## src/rtl/inst_fetch.sv

```systemverilog
// rtl/inst_fetch.sv - LEGv8 instruction fetch stage: PC, IF/ID register, stall/redirect/halt
module inst_fetch #(
   parameter int               WORD      = 64,
   parameter int               INST_SIZE = 32,
   parameter logic [WORD-1:0]  RESET_PC  = '0
) (
   input  logic                 clk,
   input  logic                 rst,
   input  logic                 start,
   input  logic                 halt,
   input  logic                 stall,
   input  logic                 br_taken,
   input  logic [WORD-1:0]      br_target,
   input  logic [INST_SIZE-1:0] inst,
   output logic [WORD-1:0]      pc,
   output logic [WORD-1:0]      if_id_pc,
   output logic [INST_SIZE-1:0] if_id_inst,
   output logic                 if_id_valid,
   output logic [31:0]          fetch_cnt,
   output logic                 align_err,
   output logic                 running
);

   typedef enum logic [1:0] {
      IDLE = 2'd0,
      RUN  = 2'd1,
      HALT = 2'd2
   } state_t;

   state_t state;

   // Fetch FSM: control state, PC and the IF/ID register all move together on one edge
   always_ff @(posedge clk) begin
      if (rst) begin
         state       <= IDLE;
         pc          <= RESET_PC;
         if_id_pc    <= '0;
         if_id_inst  <= '0;
         if_id_valid <= 1'b0;
         fetch_cnt   <= '0;
         align_err   <= 1'b0;
         running     <= 1'b0;
      end else begin
         case (state)
            IDLE: begin
               // halt wins over start so a core told to stop never issues a fetch
               if (halt) begin
                  state   <= HALT;
                  running <= 1'b0;
               end else if (start) begin
                  state   <= RUN;
                  running <= 1'b1;
               end
            end
            RUN: begin
               if (halt) begin
                  state       <= HALT;
                  running     <= 1'b0;
                  if_id_valid <= 1'b0;
                  if_id_inst  <= '0;
               end else if (br_taken) begin
                  // redirect beats stall: the flushed slot is a bubble anyway
                  pc          <= {br_target[WORD-1:2], 2'b00};
                  if_id_valid <= 1'b0;
                  if_id_inst  <= '0;
                  if (br_target[1:0] != 2'b00) begin
                     align_err <= 1'b1;
                  end
               end else if (!stall) begin
                  if_id_pc    <= pc;
                  if_id_inst  <= inst;
                  if_id_valid <= 1'b1;
                  pc          <= pc + WORD'(4);
                  fetch_cnt   <= fetch_cnt + 32'd1;
               end
            end
            HALT: begin
               if_id_valid <= 1'b0;
            end
            default: begin
               state   <= IDLE;
               running <= 1'b0;
            end
         endcase
      end
   end

endmodule

```

## config.mk

```make
export PLATFORM = sky130hd
export DESIGN_NAME = inst_fetch
export DESIGN_NICKNAME = d
export VERILOG_FILES = /design/src/rtl/inst_fetch.sv
export SDC_FILE = /design/constraint.sdc
export NUM_CORES = 1
export LEC_CHECK = 0
export BUFFER_PORTS_ARGS = -buffer_cell sky130_fd_sc_hd__buf_2
export CAP_MARGIN = 40
export CORE_UTILIZATION = 46
export CTS_CLUSTER_DIAMETER = 30
export DETAILED_ROUTE_END_ITERATION = 10
export PLACE_DENSITY = 0.82
export SYNTH_ARGS = -nofsm -noshare
export SYNTH_HDL_FRONTEND = slang
export SYNTH_SLANG_ARGS = --single-unit
```

## constraint.sdc

```tcl
create_clock -name clk -period 2.2 [get_ports clk]
set_clock_uncertainty 0.15 [all_clocks]
set_input_delay 0.44 -clock clk [delete_from_list [all_inputs] [get_ports clk]]
set_output_delay 0.44 -clock clk [all_outputs]
set_load 0.05 [all_outputs]
```

==> flow_metrics.env <==
export IMPL_die_w_um=144
export IMPL_crit_path_max_incr_delay_ps=500
export IMPL_grt_overflow=0
export IMPL_endpoint_kind="flop"
export IMPL_hold_ws_ps=81.0
export IMPL_cap_violations=0
export IMPL_grt_usage_pct=29.3
export IMPL_critical_path_slowest_cell="or4_4"
export IMPL_finalSetupViolCount=1
export IMPL_final_util_pct=65.7
export IMPL_ys_flop_type="dfxtp_1"
export IMPL_status="complete, but fails checks"
export IMPL_fin_tns_setup_ps=-31.4
export IMPL_drcViolationCount=0
export IMPL_worst_slack_ps=-31.4
export IMPL_hold_path_class="in2reg"
export IMPL_fillers=1616
export IMPL_crit_top_cell="or4_4"
export IMPL_synth_edff_count=0
export IMPL_avgSynthCellArea_sq_um=7.73
export IMPL_path_cells="nand4_1 -> or4_4 -> or3_4 -> or4_4 -> a31oi_1"
export IMPL_dp_hpwl_um=22700
export IMPL_postRouteAntennaNets=0
export IMPL_max_slew_worst_pin_slew_ps=624
export IMPL_leakagePower_uw=0.00533
export IMPL_tritoncts="yes"
export IMPL_crit_fanout=4
export IMPL_area_growth_pct=39.5
export IMPL_avgViaCountPerCell=5.79
export IMPL_grt_pass1_vias=9381
export IMPL_worstSetupStartpointType="flop"
export IMPL_synthesis_area_sq_um=9230
export IMPL_finalNetCount=1663
export IMPL_num_vias=10600
export IMPL_grt_max_degree=91
export IMPL_start_util_pct=47.1
export IMPL_core_sq_um=19600
export IMPL_io_pins=297
export IMPL_clk_latency_ps=440
export IMPL_final_cell_mix="291 x buf_2, 218 x nand2_1, 150 x a21oi_1, 134 x buf_4, 123 x dfxtp_1"
export IMPL_cts_max_level=4
export IMPL_failed_checks="negative setup slack"
export IMPL_required_ps=2410
export IMPL_postSynth_asyncResetShare_pct=0
export IMPL_cts_path_max_buffers=2
export IMPL_worstSetupPathType="reg2reg"
export IMPL_multi_input_area_sq_um=5190
export IMPL_place_gp_congestion=0.908
export IMPL_grt_antenna_before_repair=3
export IMPL_synth_cells=1194
export IMPL_path_clk_slew_ps=80
export IMPL_drive_above_1_share_pct=37.5
export IMPL_powerDensity_nw_per_um2=592
export IMPL_fp_row_count=51
export IMPL_fin_crit_sh_pct=101
export IMPL_period_minus_slack_ps=2230
export IMPL_wl_per_cell_um=17.3
export IMPL_final_common_cell="buf_2"
export IMPL_vdd_ir_drop_max_mv=0.562
export IMPL_root_buffer="clkbuf_16"
export IMPL_ys_ff_latch=192
export IMPL_fmax_mhz=448
export IMPL_die_height_um=144
export IMPL_drtIter0Drc=965
export IMPL_seq_area_frac_synth_pct=41.7
export IMPL_clock_sinks=192
export IMPL_hold_viol=0
export IMPL_synth_cell_types=64
export IMPL_ys_warn_count=0
export IMPL_drtPass1Iterations=5
export IMPL_maxSlewHeadroom_pct=58.4
export IMPL_seqCellArea_sq_um=3990
export IMPL_cts_buffers=17
export IMPL_wl_um=31700
export IMPL_worst_ep_arrival_time_ps=2440
export IMPL_rsz0062_at_grt="true"
export IMPL_portBuffers=292
export IMPL_dieArea_sq_um=20600
export IMPL_grt_pass1_wl_um=48000
export IMPL_final_max_slew_viol_count=0
path summary, 6_finish.rpt:
kind                                 from             end  slack (ps)  cells after the start
worst max-delay path               pc[47]          pc[62]         -30                      5
worst min register to register  align_err       align_err         290                      2
worst max register to register     pc[47]          pc[62]         -30                      5
worst min-delay path             inst[30]  if_id_inst[30]          80                      3
registers in the layout, summed over array words and instances, names as in the netlist:
register and flops:
if_id_valid 1, pc 62, if_id_pc 62, fetch_cnt 32
if_id_inst 32, state 2, align_err 1
layout make-up:
class	count	area share, %
Sequential cell	192	31.0
Multi-Input combinational cell	882	40.3
Timing Repair Buffer	437	20.6
Inverter	26	0.758
Antenna cell	2	0.0389
Tap cell	265	2.58
Clock inverter	13	1.10
Clock buffer	19	3.61
power by group:
group	internal, uW	switching [uW]	total [uW]
sequential	3510	60.5	3570
combinational	306	586	891
clock	1620	1540	3160
what timing repair did:
| action | CTS | global route |
|---|---|---|
| endpoints found under the setup margin | 11 | 48 |
| hold buffers | 0 | 0 |
| pin swaps | 5 | 20 |
| gates resized for setup | 9 | 31 |
| buffers inserted | 3 | 15 |
synthesized netlist by cell type, types with 6 or more instances:
cell        n  share of area (%)
nor2_1     52                2.1
a221oi_1    6               0.57
nand2_1   218                8.9
nand2b_1    9               0.61
mux2i_1    10                1.1
or4_1      16                1.3
clkbuf_1   74                3.0
o32ai_1     7               0.66
a22oi_1    13                1.1
o211ai_1   18                1.5
nand3_1    85                4.6
a22o_1      6               0.57
a21oi_1   150                8.1
inv_1      26                1.1
nor4_1     13               0.88
and4_1     10               0.95
nand4_1    36                2.4
a211oi_1    8               0.65
o31a_1      7               0.66
nor3_1     19                1.0
o31ai_1     8               0.65
xor2_1     15                1.4
and3_1     19                1.3
or3_1      17                1.2
o21ai_0    39                2.1
and2_1      8               0.54
dfxtp_1   192                 42
a31oi_1    21                1.4
buf_1      13               0.53
worst max-delay path: cells and delay by family, from the launching register on:
kind / cells / cell delay (ps)
compound gates: 1 / 170
flops: 1 / 350
simple gates: 4 / 1490
cell families (layout without fill, tap and decap cells):
logic type	count (synthesis)	after routing	synth area share, %
buf+inv	123	495	5.25
compound gates	314	314	20.8
simple gates	528	528	28.4
mux	11	11	1.21
other cells	1	6	0.0406
fa+ha+maj	5	5	0.678
flops	192	192	41.7
xor+xnor	20	20	1.90
layer usage:
metal	track usage (%)	part of all wire, %	vias up	wire length (um)
met4	11.1	2.9	2	928
met1	39.2	43	4971	13600
li1	-	-	5044	-
met5	0	0.041	-	13
met3	6.03	7.9	83	2500
met2	46.2	46	522	14700
per-stage QoR:
| stage | std cells | worst slack (ps) | total power, uW | instance area, sq um |
|---|---|---|---|---|
| floorplan | 1197 | -239 | 4190 | 9550 |
| global placement | 1784 | -177 | 4500 | 11900 |
| detailed placement | 1785 | -226 | 4530 | 12000 |
| CTS | 1820 | -38.6 | 7670 | 12600 |
| global route | 1835 | -91.9 | 7900 | 12900 |
| finish | 1836 | -31.4 | 7620 | 12900 |
(Power assumes the default switching activity.)
